<file path="src/rtl/prog_loader_if.sv">
// Byte-stream and program-write bus between the UART source, the loader and instruction memory.
// The slave modport is the loader's view; master is the environment driving bytes and observing writes.
interface prog_loader_if;
    logic        rx_valid;
    logic [7:0]  rx_data;
    logic        rx_ready;
    logic        prog_en;
    logic [31:0] prog_addr;
    logic [31:0] prog_data;

    modport master (
        output rx_valid, rx_data,
        input  rx_ready, prog_en, prog_addr, prog_data
    );

    modport slave (
        input  rx_valid, rx_data,
        output rx_ready, prog_en, prog_addr, prog_data
    );
endinterface

</file>
<file path="src/rtl/prog_loader.sv">
// Framed UART program loader: MAGIC, 16-bit word count, LE payload, XOR checksum.
// Writes words into instruction memory and releases the core once the checksum matches.
module prog_loader #(
    parameter logic [31:0] BASE_ADDR = 32'h0000_0000,
    parameter int unsigned MAX_WORDS = 4096,
    parameter logic [7:0]  MAGIC     = 8'hA5
) (
    input  logic         clk,
    input  logic         start,
    prog_loader_if.slave bus,
    output logic         core_start,
    output logic         load_done,
    output logic         load_err,
    output logic [1:0]   err_code
);
    localparam logic [2:0] S_IDLE   = 3'd0;
    localparam logic [2:0] S_LEN_LO = 3'd1;
    localparam logic [2:0] S_LEN_HI = 3'd2;
    localparam logic [2:0] S_DATA   = 3'd3;
    localparam logic [2:0] S_CHK    = 3'd4;
    localparam logic [2:0] S_DONE   = 3'd5;
    localparam logic [2:0] S_ERR    = 3'd6;

    localparam logic [16:0] MAX_W = 17'(MAX_WORDS);

    logic [2:0]  r_state;
    logic [15:0] r_len;
    logic [15:0] r_idx;
    logic [1:0]  r_lane;
    logic [23:0] r_word;
    logic [7:0]  r_chk;
    logic        r_rx_ready;
    logic        r_prog_en;
    logic [31:0] r_prog_addr;
    logic [31:0] r_prog_data;
    logic        r_core_start;
    logic        r_load_done;
    logic        r_load_err;
    logic [1:0]  r_err_code;

    logic        w_accept;
    logic [15:0] w_len;
    logic        w_bad_len;
    logic        w_last_word;

    assign w_accept    = bus.rx_valid & r_rx_ready;
    assign w_len       = {bus.rx_data, r_len[7:0]};
    assign w_bad_len   = (w_len == 16'd0) || ({1'b0, w_len} > MAX_W);
    assign w_last_word = (r_idx == (r_len - 16'd1));

    always_ff @(posedge clk or negedge start) begin
        if (!start) begin
            r_state      <= S_IDLE;
            r_len        <= '0;
            r_idx        <= '0;
            r_lane       <= '0;
            r_word       <= '0;
            r_chk        <= '0;
            r_rx_ready   <= 1'b0;
            r_prog_en    <= 1'b0;
            r_prog_addr  <= '0;
            r_prog_data  <= '0;
            r_core_start <= 1'b0;
            r_load_done  <= 1'b0;
            r_load_err   <= 1'b0;
            r_err_code   <= 2'b00;
        end else begin
            r_rx_ready <= 1'b1;
            r_prog_en  <= 1'b0;
            if (w_accept) begin
                case (r_state)
                    S_IDLE: begin
                        if (bus.rx_data == MAGIC) r_state <= S_LEN_LO;
                    end
                    S_LEN_LO: begin
                        r_len[7:0] <= bus.rx_data;
                        r_state    <= S_LEN_HI;
                    end
                    S_LEN_HI: begin
                        r_len[15:8] <= bus.rx_data;
                        if (w_bad_len) begin
                            r_state    <= S_ERR;
                            r_load_err <= 1'b1;
                            r_err_code <= 2'b01;
                        end else begin
                            r_state <= S_DATA;
                            r_idx   <= '0;
                            r_lane  <= '0;
                            r_chk   <= '0;
                        end
                    end
                    S_DATA: begin
                        r_chk  <= r_chk ^ bus.rx_data;
                        r_lane <= r_lane + 2'd1;
                        case (r_lane)
                            2'd0: r_word[7:0]   <= bus.rx_data;
                            2'd1: r_word[15:8]  <= bus.rx_data;
                            2'd2: r_word[23:16] <= bus.rx_data;
                            2'd3: begin
                                // Word completes on lane 3; the write strobe lands the following cycle.
                                r_prog_en   <= 1'b1;
                                r_prog_addr <= BASE_ADDR + {14'd0, r_idx, 2'b00};
                                r_prog_data <= {bus.rx_data, r_word};
                                r_idx       <= r_idx + 16'd1;
                                if (w_last_word) r_state <= S_CHK;
                            end
                        endcase
                    end
                    S_CHK: begin
                        if (bus.rx_data == r_chk) begin
                            r_state      <= S_DONE;
                            r_load_done  <= 1'b1;
                            r_core_start <= 1'b1;
                        end else begin
                            r_state    <= S_ERR;
                            r_load_err <= 1'b1;
                            r_err_code <= 2'b10;
                        end
                    end
                    S_DONE: begin
                        r_state <= S_DONE;
                    end
                    S_ERR: begin
                        if (bus.rx_data == MAGIC) begin
                            r_state    <= S_LEN_LO;
                            r_load_err <= 1'b0;
                            r_err_code <= 2'b00;
                        end
                    end
                    default: r_state <= S_IDLE;
                endcase
            end
        end
    end

    assign bus.rx_ready  = r_rx_ready;
    assign bus.prog_en   = r_prog_en;
    assign bus.prog_addr = r_prog_addr;
    assign bus.prog_data = r_prog_data;
    assign core_start    = r_core_start;
    assign load_done     = r_load_done;
    assign load_err      = r_load_err;
    assign err_code      = r_err_code;
endmodule

</file>
<file path="src/flat_wrapper.sv">
// flat-port wrapper written by rule: the top's interface ports become plain ports
module prog_loader_flat 
#(
    parameter logic [31:0] BASE_ADDR = 32'h0000_0000,
    parameter int unsigned MAX_WORDS = 4096,
    parameter logic [7:0]  MAGIC     = 8'hA5
)
  (clk, start, core_start, load_done, load_err, err_code, bus_rx_valid, bus_rx_data, bus_rx_ready, bus_prog_en, bus_prog_addr, bus_prog_data);
  prog_loader_if bus_i ();
  input  logic clk;
  input  logic start;
  output logic core_start;
  output logic load_done;
  output logic load_err;
  output logic [1:0] err_code;
  input wire logic [$bits(bus_i.rx_valid)-1:0] bus_rx_valid;
  input wire logic [$bits(bus_i.rx_data)-1:0] bus_rx_data;
  output wire logic [$bits(bus_i.rx_ready)-1:0] bus_rx_ready;
  output wire logic [$bits(bus_i.prog_en)-1:0] bus_prog_en;
  output wire logic [$bits(bus_i.prog_addr)-1:0] bus_prog_addr;
  output wire logic [$bits(bus_i.prog_data)-1:0] bus_prog_data;
  assign bus_i.rx_valid = bus_rx_valid;
  assign bus_i.rx_data = bus_rx_data;
  assign bus_rx_ready = bus_i.rx_ready;
  assign bus_prog_en = bus_i.prog_en;
  assign bus_prog_addr = bus_i.prog_addr;
  assign bus_prog_data = bus_i.prog_data;
  prog_loader #(.BASE_ADDR(BASE_ADDR), .MAX_WORDS(MAX_WORDS), .MAGIC(MAGIC)) u_core (.clk(clk), .start(start), .bus(bus_i), .core_start(core_start), .load_done(load_done), .load_err(load_err), .err_code(err_code));
endmodule
</file>
<file path="config.mk">
export PLATFORM = sky130hd
export DESIGN_NAME = prog_loader_flat
export DESIGN_NICKNAME = d
export VERILOG_FILES = /design/src/rtl/prog_loader_if.sv /design/src/rtl/prog_loader.sv /design/src/flat_wrapper.sv
export SDC_FILE = /design/constraint.sdc
export NUM_CORES = 1
export LEC_CHECK = 0
export BUFFER_PORTS_ARGS = -buffer_cell sky130_fd_sc_hd__buf_2
export CORE_ASPECT_RATIO = 2
export CORE_UTILIZATION = 55
export CTS_BUF_LIST = sky130_fd_sc_hd__clkbuf_4
export CTS_CLUSTER_SIZE = 30
export DETAILED_ROUTE_END_ITERATION = 10
export GPL_TIMING_DRIVEN = 0
export MAX_ROUTING_LAYER = met4
export PLACE_DENSITY_LB_ADDON = 0.12
export REMOVE_ABC_BUFFERS = 1
export SLEW_MARGIN = 20
export SYNTH_ARGS = -nofsm -noshare
export SYNTH_HDL_FRONTEND = slang
export SYNTH_SLANG_ARGS = --single-unit
export TNS_END_PERCENT = 20
</file>
<file path="constraint.sdc">
create_clock -name clk -period 3.3 [get_ports clk]
set_input_delay 0.66 -clock clk [delete_from_list [all_inputs] [get_ports clk]]
set_output_delay 0.66 -clock clk [all_outputs]
set_load 0.01 [all_outputs]
</file>
---- Yosys cells after proc, flatten, opt, wreduce, memory -nomap -nowiden ----
Cells that the tools add are included.
storage, ports and cells
  bits in registers ....................... 123
  output and inout port bits .............. 71
  logic and storage cells ................. 83
cells by class
  add/subtract/negate cells ............... 3
  order comparisons ....................... 1
  equality and inequality tests ........... 19
  mux-type cells .......................... 24
  bitwise operators ....................... 2
  reductions and logical operators ........ 18
operator list
  kind                     count
  $mux W16                 2
  $pmux W16 S2             1
  $pmux W3 S6              1
  $reduce_and A3 Y1        6
  $add A16 B1 Y16 const B  1
  $eq A16 B16 Y1           1
  $gt A16 B13 Y1 const B   1
  $logic_not A16 Y1        1
  $pmux W8 S2              1
  $sub A16 B1 Y16 const B  1
  $mux W3                  4
  $mux W2                  5
  $ne A2 B1 Y1 const B     5
  $eq A3 B3 Y1 const B     3
  $eq A8 B8 Y1             1
  $eq A8 B8 Y1 const B     1
  $mux W8                  1
  $reduce_and A4 Y1        2
  $xor A8 B8 Y8            1
  $eq A3 B2 Y1 const B     2
  $mux W1                  6
  $pmux W2 S3              1
  $reduce_and A5 Y1        1
  $eq A2 B2 Y1 const B     2
  other kinds (14)         16

---- Longest topological paths before layout ----
Gate-level depths: netlist of run 1.
  depth in word-level cells ............... 5
  gate-level depth with buffers ........... 10
  depth with buffers taken out ............ 9

---- Least setup slack after synthesis of run 1 ----
Ideal clock, no wire load.
  path kind ............................... register to register
  start ................................... register u_core.r_len[0]
  end ..................................... register u_core.r_state[2]
  setup time .............................. 0.067 ns
  data arrival time ....................... 2.435 ns
  data required time ...................... 3.233 ns
  path slack .............................. 0.798 ns
  cell stages (with the launch flop) ...... 11
  path buffers ............................ 1
  period minus slack after synthesis ...... 2.502 ns
  cells stage by stage .................... dfrtp_1 > inv_1 > ha_1 > buf_6 > nor4b_2 > and2_1 > a211oi_1 > a41oi_1 > or4_4 > o41ai_2 > a41o_1
on the way
  longest elaborated chain between the ends .. 4
  elaborated cells between the ends (all ways) .. 9
RTL lines
  what                                                        line                                  RTL
  from (decl)                                                 prog_loader.sv:27                     logic [15:0] r_len;
  from (signal assigned)                                      prog_loader.sv:76                     r_len[7:0] <= bus.rx_data;
  $sub A16 B1 Y16, or another cell as far along               prog_loader.sv:49                     assign w_last_word = (r_idx == (r_len - 16'd1));
  $eq A16 B16 Y1 or $logic_or A1 B1 Y1 (tied branches)        prog_loader.sv:49, prog_loader.sv:48
  $ne A2 B1 Y1 (no line) or $mux W3 (tied branches)           --
  $reduce_and A4 Y1 (no line) or $pmux W3 S6 (tied branches)  --
  to (signal assigned)                                        prog_loader.sv:53                     r_state <= S_IDLE;
  to (signal assigned)                                        prog_loader.sv:73                     if (bus.rx_data == MAGIC) r_state <= S_LEN_LO;
  to (signal assigned)                                        prog_loader.sv:77                     r_state <= S_LEN_HI;
  to (decl)                                                   prog_loader.sv:26                     logic [2:0] r_state;
Several ways; a longest one is shown, not always the timed one.
A chain may end at the register's enable or synchronous reset.

---- Worst setup path in the final report of run 1 ----
  start ................................... register u_core.r_state[1]
  end ..................................... register u_core.r_idx[15]
on the way
  longest elaborated chain between the ends .. 3
  elaborated cells between the ends (all ways) .. 7
RTL lines
  what                                                  line                RTL
  $eq A3 B2 Y1                                          prog_loader.sv:71   case (r_state)
  $ne A2 B1 Y1 (no line), or another cell as far along  --
  $reduce_and A4 Y1 (no line)                           --
  to (signal assigned)                                  prog_loader.sv:104  r_idx <= r_idx + 16'd1;
  to (decl)                                             prog_loader.sv:28   logic [15:0] r_idx;
Several ways; a longest one is shown, not always the timed one.

==> results of run 1 <==
-- worst paths after layout --
kind | startpoint | endpoint | cells past startpoint
hold / removal | start | u_core.bus.prog_addr[4] | 1
setup / recovery | u_core.r_state[1] | u_core.r_idx[15] | 6
setup reg to reg | u_core.r_state[1] | u_core.r_idx[15] | 6
hold reg to reg | u_core.r_word[23] | u_core.bus.prog_data[23] | 2
min in group clk | u_core.r_word[23] | u_core.bus.prog_data[23] | 2
max in group asynchronous | start | u_core.r_len[8] | 2
-- repair_timing --
| item | CTS | global route |
|---|---|---|
| hold buffers | 0 | 0 |
| setup buffers | 0 | 4 |
| endpoints found under the setup margin | 59 | 10 |
| gates resized for setup | 5 | 1 |
| pin swaps | 0 | 1 |
-- cell families (layout without fill, tap and decap cells) --
group | after synthesis | after routing | synth area share
AO/OA/AOI/OAI | 80 | 80 | 0.0834
other | 2 | 18 | 0.00125
flip-flops | 123 | 123 | 0.514
AND/OR/NAND/NOR | 270 | 270 | 0.203
buffers and inverters | 61 | 110 | 0.0533
XOR/XNOR | 34 | 34 | 0.0497
multiplexers | 43 | 43 | 0.0803
adder cells (fa/ha/maj) | 7 | 7 | 0.0146
-- cell usage in the layout (no fill, tap or decap), types with 4 or more instances in the layout --
cell type,instances
conb_1,17
a31oi_1,11
nor3_1,6
clkbuf_4,19
dfrtp_1,123
and3_1,8
buf_2,64
o21ai_0,36
a21oi_1,10
nand2b_1,4
nand3_1,7
a211oi_1,5
nor2b_1,4
nand4_1,5
inv_1,8
buf_4,4
xor2_1,15
nor4_1,7
ha_1,7
clkinv_1,4
xnor2_1,19
mux2_2,40
nand2_1,176
nor2_1,32
-- registers in the layout, indices dropped and copies added (netlist names) --
signal and cells:
u_core.bus.prog_data 32, u_core.r_word 24, u_core.bus.prog_addr 16, u_core.r_idx 16, u_core.r_len 16, u_core.r_chk 8, u_core.r_state 3, u_core.err_code 2
u_core.r_lane 2, u_core.bus.prog_en 1, u_core.bus.rx_ready 1, u_core.core_start 1, u_core.load_err 1
-- cell type report --
cell class                      count  area share
Antenna cell                        1    0.000378
Timing Repair Buffer               71      0.0618
Clock inverter                     11      0.0159
Clock buffer                       19      0.0215
Tap cell                          137      0.0259
Sequential cell                   123       0.465
Multi-Input combinational cell    451       0.403
Inverter                            9     0.00624
-- per-stage QoR --
| stage | power [mW] | setup TNS, ns | hold WS, ns |
|---|---|---|---|
| after floorplan | 3.62 | -26.37 | 0.364 |
| after detailed placement | 4.25 | -16.14 | 0.455 |
| after global placement | 4.14 | -139.65 | 0.441 |
| final | 5.19 | 0 | 0.0505 |
| after CTS | 5.23 | -0.00892 | 0.0317 |
| after global routing | 5.57 | 0 | 0.0381 |
-- where the power goes --
part / switching (mW) / internal (mW)
Sequential: 0.445 / 1.96
Combinational: 0.965 / 0.851
Clock: 0.522 / 0.443
-- routing by layer --
layer  global-route usage  vias to the layer above  wire length, um
li1                     -                     2161                -
met1                0.273                     2206             5060
met2                0.458                       88             7270
met3               0.0512                       32              306
met4                0.124                        0              440
met5                    -                        -                0
==> flow_summary.ini, run 1 <==
[outcome]
status = completed

[synth]
ys_ff_latch = 123
synth_cells = 620
netlist_area_um2 = 5990
synth_edf_count = 0
yosysWarnings = 0
ys_types = 54
yosysMostFrequentCell = nand2_1
ys_top_cells_by_area = dfrtp_1 (51%), nand2_1 (11%), mux2_2 (7.5%), o21ai_0 (3.0%), xnor2_1 (2.8%)
yosysSeqAreaShare = 0.514
avgSynthCellArea_um2 = 9.65
synth_top_area_frac = 0.514
yosysTopAreaCell = dfrtp_1
synth-main-ff-cell = dfrtp_1
synth.top_cells.by_count = nand2_1 (177), dfrtp_1 (123), mux2_2 (40)
synthArstFlopShare = 1.00

[clock_tree]
clk_pin_slew_ns = 0.11
cts_buffers = 17
cts-root-buf = clkbuf_4
htree_levels = 4
cts.sinks = 123
clock_path_buffers = 2
clkLatencyLatePin_ns = 0.52
cts_tree = built

[place]
place_hpwl_um = 9240
gp_congestion = 0.896
placed_area_um2 = 6320
port_buffers = 65
dpl_worst_slack_ns = -0.736
dp.cells = 787

[timing]
tightest_slew_ns = 0.731
skew_ns = 0.0176
maxSlewHeadroom = 0.510
fin_crit_sh = 0.908
rsz0062_at_grt = false
fin_crit_ns = 3.00
setup_viol = 0
final-hold-violation-count = 0
worst_slack_ns = 0.302
fmax_mhz = 334
slew_violations = 0

[finish]
drive_above_1_share = 0.224
final_nets = 691
syn2layout_area_growth_pct = 10.6
final_core_util = 0.628
fin_cells = 822
multiInputGateArea_um2 = 2670
design_area_um2 = 6620
regArea_um2 = 3080
num-fill-cells = 927

[floorplanning]
std_cell_rows = 53
die_x_um = 75.8
dieHeight_um = 150
io-pin-count = 82
die_area_um2 = 11300
coreArea_um2 = 10500
initial_core_util = 0.568

[worst_setup_path]
crit_family = simple AND/OR/NAND/NOR gates
critPathMaxStageDelay_ns = 0.67
crit_chain = nor2b_1 -> nor3b_2 -> nand3_1 -> a2111oi_2 -> xnor2_1 -> nor2_1
path_buf_inv = 0
startpoint_type = register
crit_fanout = 15
criticalPathCategory = register to register
rrSetupSlack_ns = 0.30
arrival_ns = 3.38
cpMaxStageDelayCell = a2111oi_2
end_kind = register
crit_required_ns = 3.68

[global_route]
grt_max_degree = 76
antenna_found_initial = 1
grt_pass1_wl_um = 21500
grt_overflow_total = 0
grt_pass1_vias = 4475
grtUsageTotal = 0.263

[routing]
drt_iter0_markers = 181
antenna_left = 0
drc = 0
vias = 4487
routed_wl_um = 13100
drt-wirelength-per-cell_um = 15.9
vias_per_cell = 5.46
dr.pass1.iters = 4

[flow_run]
timing.max_cap.violations = 0

[power_and_ir_drop]
p_leak_nw = 3.34
max-vdd-ir-drop_mv = 0.446
p_per_area_nw_per_um2 = 784

[hold_path]
hold_class = input pin to async pin
Note: power is estimated with default switching activity, not from simulation.
==> run 2, diff against run 1 <==
==> constraint.sdc (replaced) <==
create_clock -name clk -period 3.4 [get_ports clk]
set_input_delay 0.68 -clock clk [delete_from_list [all_inputs] [get_ports clk]]
set_output_delay 0.68 -clock clk [all_outputs]
set_load 0.01 [all_outputs]
==> run 2 against run 1 <==
  * Hold slack gained 0.018 ns
  * Cell area about the same
  * Combinational power is 3% lower
  * Count of clock-buffer cells in the layout stayed put
  * Fmax is 3.9% lower
  * Final cell count unchanged
  * Critical path type unchanged
  * Largest power group unchanged
  * Wire length is 0.21% lower
  * Critical endpoint unchanged
==> flow_summary.ini, run 2 (synthesis results as in run 1) <==
[clock_tree]
cts.sinks = 123
cts_buffers = 17
clk_pin_slew_ns = 0.11
clkLatencyLatePin_ns = 0.52
holdBufCountCts = 0
htree_levels = 4
cts-root-buf = clkbuf_4
clock_path_buffers = 2
cts_tree = built

[power_and_ir_drop]
power_mw = 5.05
p_per_area_nw_per_um2 = 762
max-vdd-ir-drop_mv = 0.433
p_leak_nw = 3.34

[global_route]
grt_pass1_wl_um = 21400
grtUsageTotal = 0.263
grt_pass1_vias = 4474
grt_max_degree = 76
antenna_found_initial = 1
grt_overflow_total = 0

[floorplanning]
std_cell_rows = 53
coreArea_um2 = 10500
dieHeight_um = 150
die_x_um = 75.8
io-pin-count = 82
initial_core_util = 0.568
die_area_um2 = 11300

[finish]
mostFrequentLayoutCell = nand2_1
final_nets = 691
largest_register_ffs = 32
layout_common_cells = nand2_1 (176), dfrtp_1 (123), buf_2 (64), mux2_2 (40), o21ai_0 (36)
fin_cells = 822
num-fill-cells = 926
syn2layout_area_growth_pct = 10.6
drive_above_1_share = 0.222
design_area_um2 = 6620
final_core_util = 0.628

[routing]
dr_wl_met3_um = 328
top_layer_used = met4
wl_met1_um = 5040
drt-wirelength-per-cell_um = 15.9
drt_iter0_markers = 190
vias_per_cell = 5.47
drc = 0
met2WireLength_um = 7260
routed_wl_um = 13100
dr.pass1.iters = 4
vias = 4493
antenna_left = 0

[timing]
maxSlewHeadroom = 0.458
fmax_mhz = 320
fin_crit_ns = 3.12
fin_crit_sh = 0.918
rsz0062_at_grt = false
worst_slack_ns = 0.280
tightest_slew_ns = 0.811
setup_viol = 0
setup_tns_ns = 0
hold_slack_ns = 0.0687
final-hold-violation-count = 0
skew_ns = 0.0154
slew_violations = 0

[worst_setup_path]
crit_fanout = 23
criticalPathCategory = register to register
startpoint_type = register
r2r_cells = 7
end_kind = register
crit_required_ns = 3.78
arrival_ns = 3.50

[place]
gp_congestion = 0.896
dpl_worst_slack_ns = -0.636
placed_area_um2 = 6320
place_hpwl_um = 9240
dp.cells = 787
port_buffers = 65

[outcome]
status = completed

[hold_path]
hold_class = input pin to async pin

[flow_run]
timing.max_cap.violations = 0
[run 2: final cells by class]
cell class / count / area (um^2) / area share
sequential: 123 / 3080 / 0.465
clock buffer: 19 / 143 / 0.0216
inverter: 9 / 38.8 / 0.00586
tap: 137 / 171 / 0.0259
multi-input combinational: 451 / 2670 / 0.404
antenna: 1 / 2.50 / 0.000378
clock inverter: 11 / 105 / 0.0159
timing repair buffer: 71 / 409 / 0.0618
[run 2: report_power, final]
part           internal, mW  total [mW]  switching, mW
Clock                 0.430       0.940          0.509
Sequential             1.90        2.34          0.432
Combinational         0.831        1.77          0.939
[run 2: worst paths after layout]
path / from / to / slack (ns)
max in group asynchronous: start / u_core.r_len[13] / 2.61
max reg2reg: u_core.r_state[0] / u_core.r_idx[15] / 0.28
min: start / u_core.bus.prog_addr[4] / 0.07
max: u_core.r_state[0] / u_core.r_idx[15] / 0.28
min in group clk: u_core.r_word[23] / u_core.bus.prog_data[23] / 0.47
min reg2reg: u_core.r_word[23] / u_core.bus.prog_data[23] / 0.47
[run 2: per-layer routing]
metal / global-route usage / up-vias
met5: - / -
met4: 0.124 / 0
met3: 0.0512 / 30
met2: 0.458 / 87
met1: 0.272 / 2215
li1: - / 2161
[run 2: what timing repair did]
item,in CTS,in global routing
setup endpoints to repair,58,9
pin swaps,0,1
setup buffers,0,4
gates resized for setup,4,1
[run 2: worst max-delay path, stage by stage, from the launching register on]
cell and delay [ns]:
dfrtp_1 0.67, nand2_1 0.43, nor3_4 0.26, buf_4 0.19, nand2_2 0.33, a2111oi_1 0.84, xnor2_1 0.20, nor2_1 0.06
==> run 3, diff against run 2 <==
--- a/config.mk
+++ b/config.mk
@@ -11,7 +11,7 @@
 export CTS_BUF_LIST = sky130_fd_sc_hd__clkbuf_4
 export CTS_CLUSTER_SIZE = 30
 export DETAILED_ROUTE_END_ITERATION = 10
-export GPL_TIMING_DRIVEN = 0
+export GPL_TIMING_DRIVEN = 1
 export MAX_ROUTING_LAYER = met4
 export PLACE_DENSITY_LB_ADDON = 0.12
 export REMOVE_ABC_BUFFERS = 1
==> run 3 against run 2 <==
  * First-iteration DRC count is 34% higher
  * Sequential share of layout area is 0.29 points lower
  * Count of clock-buffer cells in the layout is 2 lower
  * Die area stayed put
  * Critical path depth is 2 higher
  * Clock power is 29% higher
  * Sequential power hardly changed
  * Critical path type unchanged
  * Largest cell class unchanged
  * Largest power group unchanged
==> flow_summary.ini, run 3 (synthesis results as in run 1) <==
[outcome]
status = completed

[worst_setup_path]
criticalPathCategory = register to register
path_buf_inv = 1
critPathLaunch = u_core.r_len[0]
end_kind = register
crit_required_ns = 3.86
crit_family = simple AND/OR/NAND/NOR gates
crit_chain = inv_1 -> ha_1 -> nor4b_2 -> and2_1 -> xnor2_1 -> nand3_1 -> or4_4 -> o41ai_2 -> a41o_1
reg2reg_from = u_core.r_len[0]
cpMaxStageDelayCell = or4_4
crit_fanout = 8
startpoint_type = register
arrival_ns = 3.26
critPathMaxStageDelay_ns = 0.51

[place]
gp_congestion = 0.867
port_buffers = 65
place_hpwl_um = 9910

[clock_tree]
cts_resized = 0
post_cts_buffers = 0
clk_pin_slew_ns = 0.13
htree_levels = 4
cts-root-buf = clkbuf_4
cts.sinks = 123
cts_buffers = 17
clock_path_buffers = 2
cts_tree = built
holdBufCountCts = 0
clkLatencyLatePin_ns = 0.51

[timing]
tightest_slew_ns = 0.773
final-hold-violation-count = 0
setup_viol = 0
fin_crit_ns = 2.80
maxSlewHeadroom = 0.480
fmax_mhz = 357
rsz0062_at_grt = false
slew_violations = 0
skew_ns = 0.0159
fin_crit_sh = 0.823
setup_tns_ns = 0

[floorplanning]
io-pin-count = 82
die_area_um2 = 11300
initial_core_util = 0.568
std_cell_rows = 53
dieHeight_um = 150
coreArea_um2 = 10500
die_x_um = 75.8

[power_and_ir_drop]
p_leak_nw = 3.36
max-vdd-ir-drop_mv = 0.464
power_mw = 5.31
p_per_area_nw_per_um2 = 797

[global_route]
grt_pass1_wl_um = 22200
grt_pass1_vias = 4687
antenna_found_initial = 1
grtUsageTotal = 0.274
grt_max_degree = 55
grt_overflow_total = 0

[routing]
dr.pass1.iters = 4
drt_iter0_markers = 255
drt-wirelength-per-cell_um = 16.6
vias = 4597
vias_per_cell = 5.57
antenna_left = 0
drc = 0
routed_wl_um = 13700

[finish]
multiInputGateArea_um2 = 2650
regArea_um2 = 3080
mostFrequentLayoutCell = nand2_1
largest_register_ffs = 32
drive_above_1_share = 0.230
num-fill-cells = 901
layout_common_cells = nand2_1 (176), dfrtp_1 (123), buf_2 (64), mux2_2 (40), o21ai_0 (36)
final_nets = 693
syn2layout_area_growth_pct = 11.3

[flow_run]
timing.max_cap.violations = 0

[hold_path]
hold_class = input pin to async pin
==> run 3: cell count changes in the layout (fill, tap and decap cells not counted), sizes merged <==
cell | before | now
clkbuf | 19 | 17
bufinv | 2 | 4
buf | 71 | 73
clkinvlp | 2 | 3
inv | 9 | 15
clkinv | 7 | 2
==> run 3: worst paths after layout <==
check                           cells after the start  slack [ns]                        to
min in group clk                                    2        0.48  u_core.bus.prog_addr[10]
max in group asynchronous                           2        2.33           u_core.r_idx[7]
worst min-delay path                                1        0.18           u_core.r_len[0]
worst min register to register                      2        0.48  u_core.bus.prog_addr[10]
worst max-delay path                                9        0.60         u_core.r_state[2]
worst max register to register                      9        0.60         u_core.r_state[2]
==> run 3: worst register-to-register path: cells and delay by family (launching register included) <==
kind / cells / cell delay [ns]
AND/OR/NAND/NOR: 4 / 1.21
AO/OA/AOI/OAI: 2 / 0.54
buffers and inverters: 1 / 0.11
XOR/XNOR: 1 / 0.13
flip-flops: 1 / 0.45
adder cells (fa/ha/maj): 1 / 0.32
==> run 3: cell type report <==
cell class / instances / share of cell area
antenna: 1 / 0.000376
sequential: 123 / 0.462
clock inverter: 15 / 0.0317
timing repair buffer: 73 / 0.0582
tap: 137 / 0.0257
inverter: 9 / 0.00507
clock buffer: 17 / 0.0192
multi-input combinational: 451 / 0.398
==> run 3: per-stage QoR <==
step / cells / hold WS [ns] / instance area (um^2) / utilization / worst slack [ns]
floorplan: 583 / 0.384 / 5760 / - / -0.685
global placement: 793 / 0.443 / 6320 / 0.599 / 0.569
detailed placement: 793 / 0.457 / 6320 / 0.599 / 0.538
CTS: 825 / 0.174 / 6660 / 0.631 / 0.543
global route: 826 / 0.193 / 6660 / 0.632 / 0.383
finish: 826 / 0.178 / 6660 / 0.632 / 0.600
==> run 3: power breakdown <==
group | leakage (nW) | total (mW) | switching [mW] | internal [mW]
logic | 1.57 | 1.77 | 0.951 | 0.817
clock network | 0.172 | 1.21 | 0.610 | 0.600
registers | 1.62 | 2.33 | 0.429 | 1.90
==> run 3: metal layers <==
layer	up-vias	global-route usage	wire [um]
met5	-	-	0
met4	0	0.134	478
met3	33	0.0519	381
met2	110	0.481	7610
met1	2285	0.280	5260
li1	2169	-	-
